--- config.mk ---
export PLATFORM = sky130hd
export DESIGN_NAME = secuenciador_preparacion_flat
export DESIGN_NICKNAME = d
export VERILOG_FILES = /design/src/rtl/secuenciador_preparacion_if.sv /design/src/rtl/secuenciador_preparacion.sv /design/src/flat_wrapper.sv
export SDC_FILE = /design/constraint.sdc
export NUM_CORES = 1
export LEC_CHECK = 0
export ABC_CLOCK_PERIOD_IN_PS = 2500
export BUFFER_PORTS_ARGS = -buffer_cell sky130_fd_sc_hd__buf_4
export CELL_PAD_IN_SITES_DETAIL_PLACEMENT = 1
export CELL_PAD_IN_SITES_GLOBAL_PLACEMENT = 1
export CORE_MARGIN = 2
export CORE_UTILIZATION = 35
export CTS_BUF_LIST = sky130_fd_sc_hd__clkbuf_8 sky130_fd_sc_hd__clkbuf_16
export CTS_CLUSTER_DIAMETER = 60
export CTS_CLUSTER_SIZE = 25
export DETAILED_ROUTE_END_ITERATION = 10
export GPL_TIMING_DRIVEN = 0
export PLACE_DENSITY = 0.81
export SETUP_SLACK_MARGIN = 0.15
export SLEW_MARGIN = 20
export SYNTH_ARGS = -nofsm -noshare
export SYNTH_HDL_FRONTEND = slang
export SYNTH_SLANG_ARGS = --single-unit
--- constraint.sdc ---
create_clock -name clk -period 2.5 [get_ports clk]
set_clock_uncertainty 0.1 [all_clocks]
set_input_delay 0.375 -clock clk [delete_from_list [all_inputs] [get_ports clk]]
set_output_delay 0.375 -clock clk [all_outputs]
set_load 0.02 [all_outputs]
--- src/rtl/secuenciador_preparacion_if.sv ---
// Handshake and actuator bundle between the machine controller and the dispense sequencer.
// The controller drives the order request and configuration; the sequencer drives actuators and status.
`timescale 1ns/1ps
interface secuenciador_preparacion_if;
    logic       iniciar;
    logic       abortar;
    logic       concentracion;
    logic       leche;
    logic       espuma;
    logic [2:0] nivel_azucar;
    logic       molino;
    logic       bomba_agua;
    logic       valvula_leche;
    logic       espumador;
    logic       dosificador_azucar;
    logic       ocupado;
    logic       listo;
    logic [2:0] estado;

    modport master (
        output iniciar, abortar, concentracion, leche, espuma, nivel_azucar,
        input  molino, bomba_agua, valvula_leche, espumador, dosificador_azucar,
        input  ocupado, listo, estado
    );

    modport slave (
        input  iniciar, abortar, concentracion, leche, espuma, nivel_azucar,
        output molino, bomba_agua, valvula_leche, espumador, dosificador_azucar,
        output ocupado, listo, estado
    );
endinterface

--- src/rtl/secuenciador_preparacion.sv ---
// Timed dispense sequencer: latches the drink configuration on start, then runs grinder,
// water, milk, foam and sugar phases of fixed length, skipping phases the order does not request.
//
//   state  | meaning
//   IDLE   | waiting for a paid order (iniciar)
//   MOLIDO | grinder on
//   AGUA   | water pump on (single or double shot length)
//   LECHE  | milk valve on
//   ESPUMA | frother on
//   AZUCAR | sugar doser on, length scales with the clamped level
//   FIN    | one-cycle done pulse
`timescale 1ns/1ps
module secuenciador_preparacion #(
    parameter int T_MOLIDO        = 4,
    parameter int T_AGUA_SIMPLE   = 6,
    parameter int T_AGUA_DOBLE    = 10,
    parameter int T_LECHE         = 5,
    parameter int T_ESPUMA        = 3,
    parameter int T_AZUCAR_UNIDAD = 2,
    parameter int CW              = 5
) (
    input  logic                        clk,
    input  logic                        reset,
    secuenciador_preparacion_if.slave   bus
);

    typedef enum logic [2:0] {
        IDLE   = 3'd0,
        MOLIDO = 3'd1,
        AGUA   = 3'd2,
        LECHE  = 3'd3,
        ESPUMA = 3'd4,
        AZUCAR = 3'd5,
        FIN    = 3'd6
    } estado_t;

    localparam logic [CW-1:0] L_MOLIDO  = CW'(T_MOLIDO - 1);
    localparam logic [CW-1:0] L_SIMPLE  = CW'(T_AGUA_SIMPLE - 1);
    localparam logic [CW-1:0] L_DOBLE   = CW'(T_AGUA_DOBLE - 1);
    localparam logic [CW-1:0] L_LECHE   = CW'(T_LECHE - 1);
    localparam logic [CW-1:0] L_ESPUMA  = CW'(T_ESPUMA - 1);
    localparam logic [CW-1:0] L_UNIDAD  = CW'(T_AZUCAR_UNIDAD);

    estado_t       r_estado;
    estado_t       w_estado_sig;
    estado_t       w_tras_agua;
    estado_t       w_tras_leche;
    estado_t       w_tras_espuma;
    logic [CW-1:0] r_cnt;
    logic [CW-1:0] w_cnt_sig;
    logic [CW-1:0] w_azucar_len;
    logic          r_conc;
    logic          r_leche;
    logic          r_espuma;
    logic [2:0]    r_azucar;
    logic [2:0]    w_nivel_sat;
    logic          w_arranque;
    logic          w_avanza;

    assign w_nivel_sat  = (bus.nivel_azucar > 3'd5) ? 3'd5 : bus.nivel_azucar;
    assign w_arranque   = (r_estado == IDLE) && bus.iniciar && !bus.abortar;
    assign w_azucar_len = CW'(r_azucar) * L_UNIDAD;

    // Skip chain: each phase falls through to the next one the latched order requests.
    assign w_tras_espuma = (r_azucar != 3'd0) ? AZUCAR : FIN;
    assign w_tras_leche  = r_espuma ? ESPUMA : w_tras_espuma;
    assign w_tras_agua   = r_leche  ? LECHE  : w_tras_leche;

    always_comb begin
        w_estado_sig = r_estado;
        w_avanza     = 1'b0;
        case (r_estado)
            IDLE: begin
                if (w_arranque) begin
                    w_estado_sig = MOLIDO;
                    w_avanza     = 1'b1;
                end
            end
            MOLIDO: begin
                if (r_cnt == '0) begin
                    w_estado_sig = AGUA;
                    w_avanza     = 1'b1;
                end
            end
            AGUA: begin
                if (r_cnt == '0) begin
                    w_estado_sig = w_tras_agua;
                    w_avanza     = 1'b1;
                end
            end
            LECHE: begin
                if (r_cnt == '0) begin
                    w_estado_sig = w_tras_leche;
                    w_avanza     = 1'b1;
                end
            end
            ESPUMA: begin
                if (r_cnt == '0) begin
                    w_estado_sig = w_tras_espuma;
                    w_avanza     = 1'b1;
                end
            end
            AZUCAR: begin
                if (r_cnt == '0) begin
                    w_estado_sig = FIN;
                    w_avanza     = 1'b1;
                end
            end
            FIN: begin
                w_estado_sig = IDLE;
                w_avanza     = 1'b1;
            end
            default: begin
                w_estado_sig = IDLE;
                w_avanza     = 1'b1;
            end
        endcase
        if (bus.abortar && (r_estado != IDLE)) begin
            w_estado_sig = IDLE;
            w_avanza     = 1'b1;
        end
    end

    // The counter is loaded with (duration-1) of whatever phase is being entered.
    always_comb begin
        w_cnt_sig = r_cnt;
        if (w_avanza) begin
            case (w_estado_sig)
                MOLIDO:  w_cnt_sig = L_MOLIDO;
                AGUA:    w_cnt_sig = r_conc ? L_DOBLE : L_SIMPLE;
                LECHE:   w_cnt_sig = L_LECHE;
                ESPUMA:  w_cnt_sig = L_ESPUMA;
                AZUCAR:  w_cnt_sig = w_azucar_len - CW'(1);
                default: w_cnt_sig = '0;
            endcase
        end else if (r_estado != IDLE) begin
            w_cnt_sig = r_cnt - CW'(1);
        end
    end

    always_ff @(posedge clk) begin
        if (!reset) begin
            r_estado <= IDLE;
            r_cnt    <= '0;
            r_conc   <= 1'b0;
            r_leche  <= 1'b0;
            r_espuma <= 1'b0;
            r_azucar <= 3'd0;
        end else begin
            r_estado <= w_estado_sig;
            r_cnt    <= w_cnt_sig;
            if (w_arranque) begin
                r_conc   <= bus.concentracion;
                r_leche  <= bus.leche;
                r_espuma <= bus.espuma;
                r_azucar <= w_nivel_sat;
            end
        end
    end

    assign bus.molino             = (r_estado == MOLIDO);
    assign bus.bomba_agua         = (r_estado == AGUA);
    assign bus.valvula_leche      = (r_estado == LECHE);
    assign bus.espumador          = (r_estado == ESPUMA);
    assign bus.dosificador_azucar = (r_estado == AZUCAR);
    assign bus.ocupado            = (r_estado != IDLE);
    assign bus.listo              = (r_estado == FIN);
    assign bus.estado             = r_estado;

endmodule

--- src/flat_wrapper.sv ---
// flat-port wrapper written by rule: the top's interface ports become plain ports
module secuenciador_preparacion_flat 
#(
    parameter int T_MOLIDO        = 4,
    parameter int T_AGUA_SIMPLE   = 6,
    parameter int T_AGUA_DOBLE    = 10,
    parameter int T_LECHE         = 5,
    parameter int T_ESPUMA        = 3,
    parameter int T_AZUCAR_UNIDAD = 2,
    parameter int CW              = 5
)
  (clk, reset, bus_iniciar, bus_abortar, bus_concentracion, bus_leche, bus_espuma, bus_nivel_azucar, bus_molino, bus_bomba_agua, bus_valvula_leche, bus_espumador, bus_dosificador_azucar, bus_ocupado, bus_listo, bus_estado);
  secuenciador_preparacion_if bus_i ();
  input  logic clk;
  input  logic reset;
  input wire logic [$bits(bus_i.iniciar)-1:0] bus_iniciar;
  input wire logic [$bits(bus_i.abortar)-1:0] bus_abortar;
  input wire logic [$bits(bus_i.concentracion)-1:0] bus_concentracion;
  input wire logic [$bits(bus_i.leche)-1:0] bus_leche;
  input wire logic [$bits(bus_i.espuma)-1:0] bus_espuma;
  input wire logic [$bits(bus_i.nivel_azucar)-1:0] bus_nivel_azucar;
  output wire logic [$bits(bus_i.molino)-1:0] bus_molino;
  output wire logic [$bits(bus_i.bomba_agua)-1:0] bus_bomba_agua;
  output wire logic [$bits(bus_i.valvula_leche)-1:0] bus_valvula_leche;
  output wire logic [$bits(bus_i.espumador)-1:0] bus_espumador;
  output wire logic [$bits(bus_i.dosificador_azucar)-1:0] bus_dosificador_azucar;
  output wire logic [$bits(bus_i.ocupado)-1:0] bus_ocupado;
  output wire logic [$bits(bus_i.listo)-1:0] bus_listo;
  output wire logic [$bits(bus_i.estado)-1:0] bus_estado;
  assign bus_i.iniciar = bus_iniciar;
  assign bus_i.abortar = bus_abortar;
  assign bus_i.concentracion = bus_concentracion;
  assign bus_i.leche = bus_leche;
  assign bus_i.espuma = bus_espuma;
  assign bus_i.nivel_azucar = bus_nivel_azucar;
  assign bus_molino = bus_i.molino;
  assign bus_bomba_agua = bus_i.bomba_agua;
  assign bus_valvula_leche = bus_i.valvula_leche;
  assign bus_espumador = bus_i.espumador;
  assign bus_dosificador_azucar = bus_i.dosificador_azucar;
  assign bus_ocupado = bus_i.ocupado;
  assign bus_listo = bus_i.listo;
  assign bus_estado = bus_i.estado;
  secuenciador_preparacion #(.T_MOLIDO(T_MOLIDO), .T_AGUA_SIMPLE(T_AGUA_SIMPLE), .T_AGUA_DOBLE(T_AGUA_DOBLE), .T_LECHE(T_LECHE), .T_ESPUMA(T_ESPUMA), .T_AZUCAR_UNIDAD(T_AZUCAR_UNIDAD), .CW(CW)) u_core (.clk(clk), .reset(reset), .bus(bus_i));
endmodule
Word-level counts from Yosys, hierarchy flattened
Index checks and enable logic that the tools add are counted.

Input port bits: 10. Logic and storage cells: 50. Register bits: 14. Output and inout bits: 10.

Reduce and logical (&&, ||, !) cells: 10. $add $sub $neg: 2. Magnitude comparators: 1. Eq/ne operators: 11. Mux-type cells: 20.

Operators by type and width (count): 3-bit two-way mux (10); 5-bit one-hot mux with 5 select lines (1); 3-bit one-hot mux with 6 select lines (1); 3-bit == test (second input constant) (5); 3-bit by 2-bit == test with 1-bit output (second input constant) (4); 5-bit two-way mux (2); 3-bit by 1-bit == test with 1-bit output (second input constant) (2); 3-bit nonzero test (2); 5-bit zero test (1); 5-bit OR reduction (1); 4-bit by 1-bit subtractor with 5-bit output (second input constant) (1); 5-bit by 1-bit subtractor with 5-bit output (second input constant) (1); 4-bit two-way mux (1); 3-bit greater-than comparator (second input constant) (1); 1-bit logical AND (3); 3-bit zero test (1); 1-bit two-way mux (3); 2-bit two-way mux (1); 1-bit one-hot mux with 2 select lines (1); 2-bit nonzero test (1); 1-bit zero test (1).

Longest topological paths before layout
Word-level depth: 10. Depth in mapped cells: 8. Depth with buffers taken out: 8.

Least setup slack after synthesis
OpenSTA, ideal clock, no wires.

Kind: register to register. Start point: register u_core.r_cnt[0]. End point: register u_core.r_cnt[1]. Setup slack: 35 ps. Period minus slack after synthesis: 2465 ps. Stages on the path, launching flop included: 9. Data required time: 2283 ps. Path buffers: 0. Arrival: 2249 ps. Path through: dfxtp_1 > inv_1 > ha_1 > or4b_1 > or4_1 > o211a_2 > and2_4 > or3_1 > a22o_1.

Cells in the longest elaborated chain, start to end: 7. Elaborated cells on any way between the ends: 21. Classes of those cells: 1 x add/sub; 5 x eq/ne; 13 x mux; 2 x reduce/logical.

RTL lines: from (decl) (RTL line secuenciador_preparacion.sv:49) `logic [CW-1:0] r_cnt;`; from (signal assigned) (RTL line secuenciador_preparacion.sv:151) `r_cnt <= w_cnt_sig;`; 5-bit zero test; 3-bit two-way mux (on tied branches); 3-bit one-hot mux with 6 select lines (RTL line secuenciador_preparacion.sv:72) `case (r_estado)`; 3-bit two-way mux (RTL line secuenciador_preparacion.sv:118) `if (bus.abortar && (r_estado != IDLE)) begin`; 3-bit == test, or another cell as far along (RTL line secuenciador_preparacion.sv:128) `case (w_estado_sig)`; 5-bit one-hot mux with 5 select lines (RTL line secuenciador_preparacion.sv:128); 5-bit two-way mux (RTL line secuenciador_preparacion.sv:127) `if (w_avanza) begin`.

Several ways; a longest one is shown, not always the timed one. The select of a mux whose other input is x is not followed. A chain may end at the register's enable or synchronous reset.

Final worst setup path
Start point: register u_core.r_cnt[1]. End point: register u_core.r_cnt[1].

The elaborated chain is that of the path after synthesis.

==> flow_metrics.env <==
export IMPL_rr_worst_depth=8
export IMPL_dieWidth_um=56.8
export IMPL_slowest_stage="or4_4"
export IMPL_start_util_pct=36.0
export IMPL_synthArstFlopShare_pct=0
export IMPL_ys_types=41
export IMPL_crit_buf_inv=1
export IMPL_critPathLaunchType="flip-flop"
export IMPL_powerDensity_nw_per_um2=546
export IMPL_pin_count=20
export IMPL_finalMaxSlewViolations=0
export IMPL_cts_tree="done"
export IMPL_fmax_mhz=386
export IMPL_setup_violations=2
export IMPL_hp_class="primary input to flip-flop"
export IMPL_relSlewSlack_pct=56.3
export IMPL_grt_overflow_total=0
export IMPL_drive_gt1_share_pct=32.3
export IMPL_antenna_found_initial=0
export IMPL_post_route_drc_count=0
export IMPL_timing_final_ws_setup_ns=-0.0883
export IMPL_path_cells="inv_2 > ha_4 > or4b_4 > or4_4 > o211a_4 > and2_4 > or3_4 > a22o_1"
export IMPL_ys_flop_type="dfxtp_1"
export IMPL_hold_ws_ns=0.254
export IMPL_yosysSeqAreaShare_pct=28.7
export IMPL_cts_sink_count=14
export IMPL_clock_path_buffers=2
export IMPL_cap_viol_max_count=0
export IMPL_synth_fp_nets=141
export IMPL_io_buffer_count=19
export IMPL_viasPerCell=5.96
export IMPL_peakVddDrop_mv=0.329
export IMPL_ys_warnings_count=0
export IMPL_r2r_end="u_core.r_cnt[1]"
export IMPL_grt_use_met3_pct=2.76
export IMPL_clk_pin_slew_ns=0.06
export IMPL_core_area_sq_um=2710
export IMPL_die_area_sq_um=3230
export IMPL_synth_edf_count=0
export IMPL_grt_busiest_layer="met2"
export IMPL_min_period_ns=2.59
export IMPL_groute_layer_met1_usage_pct=22.4
export IMPL_dpl_hpwl_mm=2.12
export IMPL_die_h_um=56.8
export IMPL_cp_num_cells=8
export IMPL_fill_cells=347
export IMPL_p_sw_share_pct=34.2
export IMPL_cpLargestDelayFamily="simple AND/OR/NAND/NOR gates"
export IMPL_htreeDepth=1
export IMPL_final_common_cell="buf_4"
export IMPL_wire_per_inst_um=17.6
export IMPL_leakage_nw=0.607
export IMPL_syn_avg_cell_area_sq_um=7.68
export IMPL_clk_latency_ns=0.25
export IMPL_violations="setup timing"
export IMPL_wl_mm=3.33
export IMPL_vias=1127
export IMPL_yosysTopAreaCellShare_pct=28.7
export IMPL_rsz0062_at_grt="yes"
export IMPL_hold_start="bus_concentracion"
export IMPL_max_stage_delay_ns=0.50
export IMPL_end_kind="flip-flop"
export IMPL_cts_root_buf="clkbuf_8"
export IMPL_final_cell_mix="buf_4, nor2_1, dfxtp_1"
export IMPL_drt_iter0_markers=26
export IMPL_core_rowCount=19
export IMPL_cp_data_arrival_time_ns=2.63
export IMPL_grt_pass1_wl_mm=5.08
export IMPL_diodes=0
export IMPL_synth_seq_cells=14
export IMPL_worstSetupPathType="flip-flop to flip-flop"
export IMPL_gp_congestion=0.766
export IMPL_yosysTopAreaCell="dfxtp_1"
export IMPL_syn_area_sq_um=976
export IMPL_grtUsageMet2_pct=36.9
export IMPL_fin_nets=174
export IMPL_drtPass1Iterations=5
export IMPL_grt_pass1_vias=1092
export IMPL_critPathMaxFanout=3
export IMPL_cp_endpoint="u_core.r_cnt[1]"
export IMPL_hold_viol_final=0
export IMPL_netlist_top_cells_area="dfxtp_1, nor2_1, ha_1"
export IMPL_power_internal_mw=0.490
export IMPL_r2r_slack_ns=-0.09
export IMPL_post_place_ws_ns=-0.239
export IMPL_cts_buffers=3
export IMPL_area_delta_synth_final_pct=39.9
export IMPL_grt_use_total_pct=20.2
export IMPL_netlist_instances=127
export IMPL_p_clk_share_pct=25.5
export IMPL_status="finished with violations"
export IMPL_r2r_start="u_core.r_cnt[1]"
export IMPL_combPwrFrac_pct=40.4
export IMPL_critPathLaunch="u_core.r_cnt[1]"
export IMPL_ant_nets=0
export IMPL_p_switching_mw=0.255
export IMPL_tightest_slew_ns=0.655
export IMPL_seqPwrFrac_pct=34.1
export IMPL_grt_max_degree=11
export IMPL_min_period_over_period_pct=104
export IMPL_required_ns=2.54
registers in the layout (all words and copies together), names as in the netlist:
| signal | flops |
|---|---|
| u_core.r_leche | 1 |
| u_core.bus.estado | 3 |
| u_core.r_conc | 1 |
| u_core.r_cnt | 5 |
| u_core.r_azucar | 3 |
| u_core.r_espuma | 1 |
cells by family (layout without fill, tap and decap cells):
kind of cell               count (synthesis)  in the layout  share of synthesized area [%]
AOI/OAI and AO/OA                         36             36                           26.0
xor gates and xnor gates                   1              1                          0.898
adders and majority gates                  4              4                           5.13
buffers and inverters                     13             44                           5.00
DFF                                       14             14                           28.7
muxes                                      4              4                           4.10
and+or+nand+nor                           55             55                           30.1
synth_stat cells (all sizes together), types with 4 or more instances:
| library cell | instances |
|---|---|
| ha | 4 |
| nor2 | 19 |
| nor3 | 9 |
| o21ai | 6 |
| dfxtp | 14 |
| a21oi | 7 |
| and2 | 4 |
| nand2 | 4 |
| mux2i | 4 |
| nor2b | 5 |
| clkbuf | 5 |
| inv | 8 |
tightest hold or removal path, delay by kind of cell:
kind | cells | cell delay, ns
buf+inv | 1 | 0.08
simple gates | 1 | 0.07
mux | 1 | 0.05
through the flow:
stage          utilization (%)  cells  power [mW]  setup TNS (ns)  area [sq um]
6_report                  50.4    189       0.745          -0.148          1370
3_5_place_dp              42.8    177       0.468          -0.718          1160
2_1_floorplan                -    127       0.405               0           976
3_3_place_gp              42.7    177       0.460          -0.473          1160
4_1_cts                   48.5    185       0.712         -0.0508          1320
5_1_grt                   50.4    189       0.781          -0.321          1370
power groups by stage:
stage          logic, mW  clock network (mW)  registers [mW]
5_1_grt            0.327               0.198           0.256
4_1_cts            0.269               0.190           0.253
2_1_floorplan      0.149                   0           0.256
3_5_place_dp       0.212                   0           0.256
6_report           0.301               0.190           0.254
3_3_place_gp       0.204                   0           0.255
area by class of cell:
class / instances / area (sq um) / area share, %
Buffer: 5 / 18.8 / 1.37
Clock buffer: 3 / 41.3 / 3.02
Inverter: 8 / 30.0 / 2.20
Multi-Input combinational cell: 100 / 743 / 54.4
Sequential cell: 14 / 283 / 20.7
Tap cell: 31 / 38.8 / 2.84
Timing Repair Buffer: 28 / 210 / 15.4
worst min-delay path by stage:
stage                            to  slack [ns]  depth (start not counted)
detailed placement   u_core.r_leche        0.39                          2
global route        u_core.r_cnt[1]        0.28                          2
global placement     u_core.r_leche        0.38                          2
CTS                 u_core.r_cnt[1]        0.26                          2
floorplan            u_core.r_leche        0.36                          2
finish                u_core.r_conc        0.25                          3
timing repair:
| action | CTS | global route |
|---|---|---|
| pin swaps | 4 | 2 |
| gates resized for setup | 17 | 5 |
| endpoints found under the setup margin | 5 | 6 |
| setup buffers | 5 | 4 |
| hold buffers | 0 | 0 |
routing by layer:
metal / vias up / routed length (um) / share of wire [%]
li1: 532 / - / -
met1: 541 / 1350 / 41
met2: 40 / 1700 / 51
met3: 14 / 147 / 4.4
met4: 0 / 137 / 4.1
met5: - / 0 / 0
Power figures use the tool's default switching activity.
